File: config.mk
export PLATFORM = sky130hd
export DESIGN_NAME = sdram_pattern_tester
export DESIGN_NICKNAME = d
export VERILOG_FILES = /design/src/rtl/sdram_pattern_tester.sv
export SDC_FILE = /design/constraint.sdc
export NUM_CORES = 1
export LEC_CHECK = 0
export BUFFER_PORTS_ARGS = -buffer_cell sky130_fd_sc_hd__buf_2
export CELL_PAD_IN_SITES_DETAIL_PLACEMENT = 0
export CELL_PAD_IN_SITES_GLOBAL_PLACEMENT = 1
export CORE_MARGIN = 2
export CORE_UTILIZATION = 45
export DETAILED_ROUTE_END_ITERATION = 10
export PLACE_DENSITY_LB_ADDON = 0.1
export SLEW_MARGIN = 40
export SYNTH_ARGS = -nofsm -noshare
export SYNTH_HDL_FRONTEND = slang
export SYNTH_SLANG_ARGS = --single-unit
File: constraint.sdc
create_clock -name i_clk -period 7.3 [get_ports i_clk]
set_input_delay 0.73 -clock i_clk [delete_from_list [all_inputs] [get_ports i_clk]]
set_output_delay 0.73 -clock i_clk [all_outputs]
set_load 0.02 [all_outputs]
File: src/rtl/sdram_pattern_tester.sv
// Burst-mode SDRAM pattern tester: writes five data patterns page by page, reads them back,
// and reports mismatch count plus the first failing word address and read value.
module sdram_pattern_tester #(
  parameter int unsigned SDRAM_ROW_WIDTH_BIT  = 13,
  parameter int unsigned SDRAM_COL_WIDTH_BIT  = 9,
  parameter int unsigned SDRAM_BANK_WIDTH_BIT = 2,
  parameter int unsigned SDRAM_DATA_WIDTH_BIT = 16,
  parameter logic [SDRAM_BANK_WIDTH_BIT+SDRAM_ROW_WIDTH_BIT-1:0] PAGE_LAST = '1
) (
  input  logic                                                            i_clk,
  input  logic                                                            i_rst_n,
  input  logic                                                            i_start,
  input  logic                                                            i_ready,
  output logic [SDRAM_BANK_WIDTH_BIT+SDRAM_ROW_WIDTH_BIT+SDRAM_COL_WIDTH_BIT-1:0] o_ram_addr,
  output logic [SDRAM_COL_WIDTH_BIT:0]                                    o_ram_len,
  output logic                                                            o_ram_write_req,
  output logic                                                            o_ram_read_req,
  input  logic                                                            i_ram_write_valid,
  input  logic                                                            i_ram_read_valid,
  output logic [SDRAM_DATA_WIDTH_BIT-1:0]                                 o_ram_data,
  input  logic [SDRAM_DATA_WIDTH_BIT-1:0]                                 i_ram_data,
  output logic                                                            o_busy,
  output logic                                                            o_done,
  output logic                                                            o_pass,
  output logic [15:0]                                                     o_err_count,
  output logic [SDRAM_BANK_WIDTH_BIT+SDRAM_ROW_WIDTH_BIT+SDRAM_COL_WIDTH_BIT-1:0] o_first_err_addr,
  output logic [SDRAM_DATA_WIDTH_BIT-1:0]                                 o_first_err_data
);

  localparam int unsigned PW = SDRAM_BANK_WIDTH_BIT + SDRAM_ROW_WIDTH_BIT;
  localparam int unsigned CW = SDRAM_COL_WIDTH_BIT;
  localparam int unsigned AW = PW + CW;
  localparam int unsigned DW = SDRAM_DATA_WIDTH_BIT;

  localparam logic [CW:0]   Beats    = {1'b1, {CW{1'b0}}};
  localparam logic [CW:0]   BeatLast = {1'b0, {CW{1'b1}}};
  localparam logic [CW:0]   BeatOne  = {{CW{1'b0}}, 1'b1};
  localparam logic [PW-1:0] PageOne  = {{(PW-1){1'b0}}, 1'b1};

  typedef enum logic [3:0] {
    StIdle, StWaitRdy, StWrReq, StWrBurst, StWrNext,
    StRdReq, StRdBurst, StRdNext, StPatNext, StDone
  } state_e;

  state_e         state_q, state_d;
  logic [PW-1:0]  page_q, page_d;
  logic [CW:0]    beat_q, beat_d;
  logic [2:0]     pat_q, pat_d;
  logic [AW-1:0]  ram_addr_q, ram_addr_d;
  logic [CW:0]    ram_len_q, ram_len_d;
  logic           wr_req_q, wr_req_d;
  logic           rd_req_q, rd_req_d;
  logic [DW-1:0]  ram_data_q, ram_data_d;
  logic           done_q, done_d;
  logic           pass_q, pass_d;
  logic [15:0]    err_count_q, err_count_d;
  logic [AW-1:0]  first_addr_q, first_addr_d;
  logic [DW-1:0]  first_data_q, first_data_d;

  // Pattern 4 stores each word's own address so address-line faults become visible.
  function automatic logic [DW-1:0] pattern_word(input logic [2:0] pat, input logic [AW-1:0] addr);
    logic [DW-1:0] w;
    w = DW'(addr);
    for (int i = 0; i < DW; i++) begin
      case (pat)
        3'd0:    w[i] = 1'b0;
        3'd1:    w[i] = 1'b1;
        3'd2:    w[i] = i[0];
        3'd3:    w[i] = ~i[0];
        default: w[i] = w[i];
      endcase
    end
    return w;
  endfunction

  always_comb begin
    state_d      = state_q;
    page_d       = page_q;
    beat_d       = beat_q;
    pat_d        = pat_q;
    ram_addr_d   = ram_addr_q;
    ram_len_d    = ram_len_q;
    wr_req_d     = wr_req_q;
    rd_req_d     = rd_req_q;
    ram_data_d   = ram_data_q;
    done_d       = done_q;
    pass_d       = pass_q;
    err_count_d  = err_count_q;
    first_addr_d = first_addr_q;
    first_data_d = first_data_q;

    unique case (state_q)
      StIdle: begin
        if (i_start) begin
          err_count_d  = '0;
          first_addr_d = '0;
          first_data_d = '0;
          done_d       = 1'b0;
          pass_d       = 1'b0;
          pat_d        = '0;
          page_d       = '0;
          state_d      = StWaitRdy;
        end
      end
      StWaitRdy: if (i_ready) state_d = StWrReq;
      StWrReq: begin
        ram_addr_d = {page_q, {CW{1'b0}}};
        ram_len_d  = Beats;
        wr_req_d   = 1'b1;
        beat_d     = '0;
        ram_data_d = pattern_word(pat_q, {page_q, {CW{1'b0}}});
        state_d    = StWrBurst;
      end
      StWrBurst: begin
        if (i_ram_write_valid) begin
          wr_req_d   = 1'b0;
          beat_d     = beat_q + BeatOne;
          ram_data_d = pattern_word(pat_q, {page_q, beat_d[CW-1:0]});
          if (beat_q == BeatLast) state_d = StWrNext;
        end
      end
      StWrNext: begin
        if (page_q != PAGE_LAST) begin
          page_d  = page_q + PageOne;
          state_d = StWrReq;
        end else begin
          page_d  = '0;
          state_d = StRdReq;
        end
      end
      StRdReq: begin
        ram_addr_d = {page_q, {CW{1'b0}}};
        ram_len_d  = Beats;
        rd_req_d   = 1'b1;
        beat_d     = '0;
        state_d    = StRdBurst;
      end
      StRdBurst: begin
        if (i_ram_read_valid) begin
          rd_req_d = 1'b0;
          beat_d   = beat_q + BeatOne;
          if (i_ram_data != pattern_word(pat_q, {page_q, beat_q[CW-1:0]})) begin
            if (err_count_q != 16'hFFFF) err_count_d = err_count_q + 16'd1;
            // A zero count means no mismatch has been seen yet in this run.
            if (err_count_q == 16'd0) begin
              first_addr_d = {page_q, beat_q[CW-1:0]};
              first_data_d = i_ram_data;
            end
          end
          if (beat_q == BeatLast) state_d = StRdNext;
        end
      end
      StRdNext: begin
        if (page_q != PAGE_LAST) begin
          page_d  = page_q + PageOne;
          state_d = StRdReq;
        end else begin
          page_d  = '0;
          state_d = StPatNext;
        end
      end
      StPatNext: begin
        if (pat_q < 3'd4) begin
          pat_d   = pat_q + 3'd1;
          state_d = StWaitRdy;
        end else begin
          done_d  = 1'b1;
          pass_d  = (err_count_q == 16'd0);
          state_d = StDone;
        end
      end
      StDone:  state_d = StIdle;
      default: state_d = StIdle;
    endcase
  end

  always_ff @(posedge i_clk or negedge i_rst_n) begin
    if (!i_rst_n) begin
      state_q      <= StIdle;
      page_q       <= '0;
      beat_q       <= '0;
      pat_q        <= '0;
      ram_addr_q   <= '0;
      ram_len_q    <= '0;
      wr_req_q     <= 1'b0;
      rd_req_q     <= 1'b0;
      ram_data_q   <= '0;
      done_q       <= 1'b0;
      pass_q       <= 1'b0;
      err_count_q  <= '0;
      first_addr_q <= '0;
      first_data_q <= '0;
    end else begin
      state_q      <= state_d;
      page_q       <= page_d;
      beat_q       <= beat_d;
      pat_q        <= pat_d;
      ram_addr_q   <= ram_addr_d;
      ram_len_q    <= ram_len_d;
      wr_req_q     <= wr_req_d;
      rd_req_q     <= rd_req_d;
      ram_data_q   <= ram_data_d;
      done_q       <= done_d;
      pass_q       <= pass_d;
      err_count_q  <= err_count_d;
      first_addr_q <= first_addr_d;
      first_data_q <= first_data_d;
    end
  end

  assign o_ram_addr       = ram_addr_q;
  assign o_ram_len        = ram_len_q;
  assign o_ram_write_req  = wr_req_q;
  assign o_ram_read_req   = rd_req_q;
  assign o_ram_data       = ram_data_q;
  assign o_busy           = (state_q != StIdle) && (state_q != StDone);
  assign o_done           = done_q;
  assign o_pass           = pass_q;
  assign o_err_count      = err_count_q;
  assign o_first_err_addr = first_addr_q;
  assign o_first_err_data = first_data_q;

endmodule

Word level (Yosys, flattened, before mapping)
Index checks and enable logic that the tools add are counted.
{"block": "word_totals", "register_bits": 124, "latch_bits": 0, "mem_bits_rw": 0, "romBits": 0, "output_inout_bits": 111, "mem_count": 0}
{"block": "op_classes", "addsub": 4, "n_mul": 0, "div": 0, "magnitude_cmp": 1, "eq_ne": 27, "shifts": 0, "muxes": 103, "n_bitwise": 0, "reduce_logical": 26}
{"op": "16-bit two-way mux", "count": 8}
{"op": "24-bit two-way mux", "count": 4}
{"op": "16-bit case mux with 2 select lines", "count": 3}
{"op": "1-bit case mux with 2 select lines", "count": 29}
{"op": "24-bit case mux with 2 select lines", "count": 1}
{"op": "1-bit two-way mux", "count": 39}
{"op": "4-bit case mux with 9 select lines", "count": 1}
{"op": "4-bit two-way mux", "count": 8}
{"op": "15-bit two-way mux", "count": 2}
{"op": "10-bit case mux with 3 select lines", "count": 1}
{"op": "15-bit case mux with 2 select lines", "count": 1}
{"op": "2-bit != test (second input constant)", "count": 11}
{"op": "10-bit two-way mux", "count": 2}
{"op": "16-bit by 1-bit adder with 16-bit output (second input constant)", "count": 1}
{"op": "4-bit by 3-bit == test with 1-bit output (second input constant)", "count": 4}
{"op": "16-bit zero test", "count": 1}
{"op": "16-bit != test", "count": 1}
{"op": "16-bit != test (second input constant)", "count": 1}
{"op": "15-bit by 1-bit adder with 15-bit output (second input constant)", "count": 1}
{"op": "15-bit != test (second input constant)", "count": 1}
{"op": "2-bit OR reduction", "count": 6}
{"op": "10-bit by 1-bit adder with 10-bit output (second input constant)", "count": 1}
{"op": "10-bit by 9-bit == test with 1-bit output (second input constant)", "count": 1}
{"op": "5-bit AND reduction", "count": 2}
{"op": "other kinds (19)", "count": 31}

Logic depth before layout (Yosys ltp)
{"block": "depth", "ltp_word": 9, "mapped_depth": 13}

Worst setup path after synthesis
No wires, ideal clock.
{"block": "synth_timing", "kind": "reg2reg", "from": "register pat_q[2]", "to": "register first_addr_q[13] (netlist: o_first_err_addr[13])", "setup_time_ns": 0.121, "arrival_ns": 3.191, "t_required_ns": 7.179, "setup_slack_ns": 3.988, "path_stages_with_launch": 14, "path_buffers": 5, "path_cell_list": "dfrtp_1 -> buf_2 -> clkbuf_1 -> inv_1 -> ha_1 -> clkbuf_1 -> nor4_1 -> o211ai_1 -> or4b_1 -> o41a_1 -> and3_1 -> buf_2 -> buf_6 -> a22o_1"}
{"block": "synth_via", "elab_chain_len": 8, "word_cells_on_any_way": 59}
{"item": "from (decl)", "line_no": "48", "source": "logic [2:0] pat_q, pat_d;"}
{"item": "from (signal assigned)", "line_no": "197", "source": "pat_q <= pat_d;"}
{"item": "3-bit by 2-bit == test with 1-bit output, or another cell as far along", "line_no": "65", "source": "case (pat)"}
{"item": "2-bit OR reduction (no line)"}
{"item": "1-bit case mux with 2 select lines", "line_no": "65"}
{"item": "1-bit two-way mux", "line_no": "139", "source": "if (i_ram_read_valid) begin"}
{"item": "1-bit two-way mux", "line_no": "92", "source": "unique case (state_q)"}
{"item": "16-bit != test (*)", "line_no": "142", "source": "if (i_ram_data != pattern_word(pat_q, {page_q, beat_q[CW-1:0]})) begin"}
{"item": "2-bit != test (no line) (*)"}
{"item": "5-bit AND reduction (no line) (*)"}
{"item": "to (signal assigned)", "line_no": "206", "source": "first_addr_q <= first_addr_d;"}
{"item": "to (decl)", "line_no": "57", "source": "logic [AW-1:0] first_addr_q, first_addr_d;"}
Every way passes the cells marked *; elsewhere a longest branch is shown, timed or not. The select of a mux whose other input is x is not followed.
A chain may end at the register's enable or synchronous reset.

Final worst setup path
{"block": "layout_timing", "from": "register pat_q[2]", "to": "register first_addr_q[4] (netlist: o_first_err_addr[4])"}
The elaborated chain is that of the path after synthesis.

==> impl_metrics.env <==
export IMPL_die_area_um2=15000
export IMPL_cts_setup_buffers=0
export IMPL_cp_end_kind="flop"
export IMPL_ioPinCount=133
export IMPL_place_congestion=0.827
export IMPL_fin_skew_ps=9.92
export IMPL_drt_initial_drc_count=349
export IMPL_finalSetupTns_ps=0
export IMPL_hp_class="input pin to asynchronous set/reset pin"
export IMPL_vias_per_cell=5.63
export IMPL_drt_wl_total_um=15800
export IMPL_cts_sinks=124
export IMPL_grt_pass1_vias=4784
export IMPL_diodes=0
export IMPL_cts_made_buffers=17
export IMPL_vdd_drop_max_mv=0.125
export IMPL_p_leak_nw=3.62
export IMPL_reg2regPathDepth=9
export IMPL_grt_overflow=0
export IMPL_drc=0
export IMPL_cp_arrival_ps=4530
export IMPL_nets=772
export IMPL_pwr_density_cell_nw_per_um2=332
export IMPL_path_cells="inv_1, ha_1, nor4_1, o211ai_1, or4b_1, o41a_2, o21ai_2, buf_4, a22o_1"
export IMPL_syn_inst=641
export IMPL_rows=43
export IMPL_status="complete, no violations"
export IMPL_yosysTopAreaCellShare=0.491
export IMPL_synth_ff_latch_count=124
export IMPL_antenna_found_initial=0
export IMPL_cp_required_ps=7640
export IMPL_critical_path_class="flop to flop"
export IMPL_reg2reg_slack_ps=3110
export IMPL_drive_gt1_frac=0.232
export IMPL_cts_root_buf="clkbuf_16"
export IMPL_ctsLongestPathBuffers=2
export IMPL_place_area_um2=6920
export IMPL_hpwl_um=11000
export IMPL_final_antenna_net_count=0
export IMPL_synth_edff_count=0
export IMPL_synth_common_cells="dfrtp_1, o21ai_0, nand2_1"
export IMPL_setup_viol=0
export IMPL_synth_flop_cell="dfrtp_1"
export IMPL_grt_pass1_wl_um=25400
export IMPL_hold_buffers=0
export IMPL_post_route_cell_area_um2=7440
export IMPL_start_kind="flop"
export IMPL_cap_viol_max_count=0
export IMPL_instances_no_fill=931
export IMPL_yosysSeqAreaShare=0.491
export IMPL_cts_resized=0
export IMPL_grt_use_total=0.220
export IMPL_hold_viol=0
export IMPL_start_util=0.458
export IMPL_async_flop_share=1.00
export IMPL_period_share=0.574
export IMPL_clkTransAtPathRegs_ps=50
export IMPL_synth_area_um2=6330
export IMPL_grt_max_degree=78
export IMPL_firstDrtPassIters=5
export IMPL_synth_most_common_cell="dfrtp_1"
export IMPL_cts_tree="built"
export IMPL_dp_cells=902
export IMPL_tightestPinTransition_ps=803
export IMPL_via_count=5237
export IMPL_wire_per_inst_um=16.9
export IMPL_core_area_um2=13800
export IMPL_syn_to_final_growth_pct=17.6
export IMPL_clock_latency_ps=420
export IMPL_slowest_delay_ps=860
export IMPL_finalCriticalPeriod_ps=4190
export IMPL_yosys_top_cells_area="dfrtp_1, a22o_1, o21ai_0, mux2_2, nand2_1"
export IMPL_die_y_um=123
export IMPL_finalMaxSlewViolations=0
export IMPL_r2r_start="pat_q[2]"
export IMPL_yosys_area_top_type="dfrtp_1"
export IMPL_yosysWarnings=0
export IMPL_path_max_fanout=28
export IMPL_post_synth_num_cell_types=55
export IMPL_cts_htree_levels=4
export IMPL_cp_slowest_cell="dfrtp_1"
export IMPL_slew_headroom=0.465
export IMPL_die_x_um=123
export IMPL_avgSynthCellArea_um2=9.87
export IMPL_r2r_end="o_first_err_addr[4]"
export IMPL_rsz0062_at_grt="no"
export IMPL_fmax_mhz=239
export IMPL_total_power_w=0.00247
export IMPL_io_buffers=114
[worst max path at each step]
stage               depth (start not counted)     start              endpoint
floorplan                                  13  pat_q[2]  o_first_err_addr[13]
global placement                            9  pat_q[2]   o_first_err_addr[4]
CTS                                         9  pat_q[2]   o_first_err_addr[4]
finish                                      9  pat_q[2]   o_first_err_addr[4]
global route                                9  pat_q[2]   o_first_err_data[0]
detailed placement                          9  pat_q[2]   o_first_err_addr[7]
[worst max-delay path, delay by kind of cell (launching register included)]
| family | cells | cell delay, ps |
|---|---|---|
| AOI/OAI and AO/OA | 4 | 1390 |
| adders and majority gates | 1 | 400 |
| buffers and inverters | 2 | 660 |
| DFF | 1 | 860 |
| and+or+nand+nor | 2 | 790 |
[sequential cells by signal, summed over array words and instances, names as in the netlist, 3 cells and up]
register,count
beat_q,10
o_ram_addr,15
o_err_count,16
o_first_err_addr,24
page_q,15
o_ram_data,16
state_q,4
o_first_err_data,16
pat_q,3
[per-stage QoR]
| stage | hold slack (ps) | setup slack, ps | util |
|---|---|---|---|
| detailed placement | 455 | 3140 | 0.501 |
| floorplan | 434 | 3990 | - |
| global placement | 452 | 3130 | 0.500 |
| CTS | 332 | 3110 | 0.538 |
| finish | 323 | 3110 | 0.538 |
| global route | 358 | 2760 | 0.538 |
[power breakdown]
group | total [W] | switching (W) | internal [W]
clock network | 0.000743 | 0.000280 | 0.000462
logic | 0.000788 | 0.000498 | 0.000289
registers | 0.000940 | 0.000142 | 0.000798
total | 0.00247 | 0.000921 | 0.00155
[cell families after synthesis]
| logic type | Yosys count | synth area share |
|---|---|---|
| fa+ha+maj | 9 | 0.0178 |
| mux | 23 | 0.0405 |
| xor+xnor | 17 | 0.0235 |
| other cells | 1 | 0.000593 |
| flops | 124 | 0.491 |
| compound gates | 190 | 0.204 |
| simple gates | 208 | 0.165 |
| buf+inv | 69 | 0.0587 |
[layout by cell type (no fill, tap or decap), types with 7 or more instances in the layout]
cell       Yosys  routed
dfrtp_1      124     124
buf_2          6     113
o21ai_0       64      64
nand2_1       62      62
a22o_1        44      44
nor2_1        38      37
a21oi_1       25      25
mux2_2        21      21
conb_1         1      18
nand3_1       17      17
clkbuf_16      0      17
nor2b_1       15      15
and3_1        15      15
nand2b_1      14      14
inv_1         13      13
nor3_1        12      11
o31ai_1       11      11
xor2_1        10      10
ha_1           9       9
nand4_1        8       8
o2bb2ai_1      8       8
xnor2_1        7       7
[routing by layer]
layer,share of wire,track usage
met1,0.49,0.317
met2,0.45,0.324
met3,0.045,0.0493
met4,0.020,0.0812
met5,0,0
[cell type report]
| cell class | count | area (um2) |
|---|---|---|
| clock buffers | 27 | 503 |
| clock inverters | 2 | 10.0 |
| fillers | 1274 | 6390 |
| inverters | 13 | 48.8 |
| multi-input cells | 465 | 2930 |
| flip-flops and latches | 124 | 3100 |
| well taps | 180 | 225 |
| repair buffers | 120 | 622 |
Note: power is estimated with default switching activity, not from simulation.
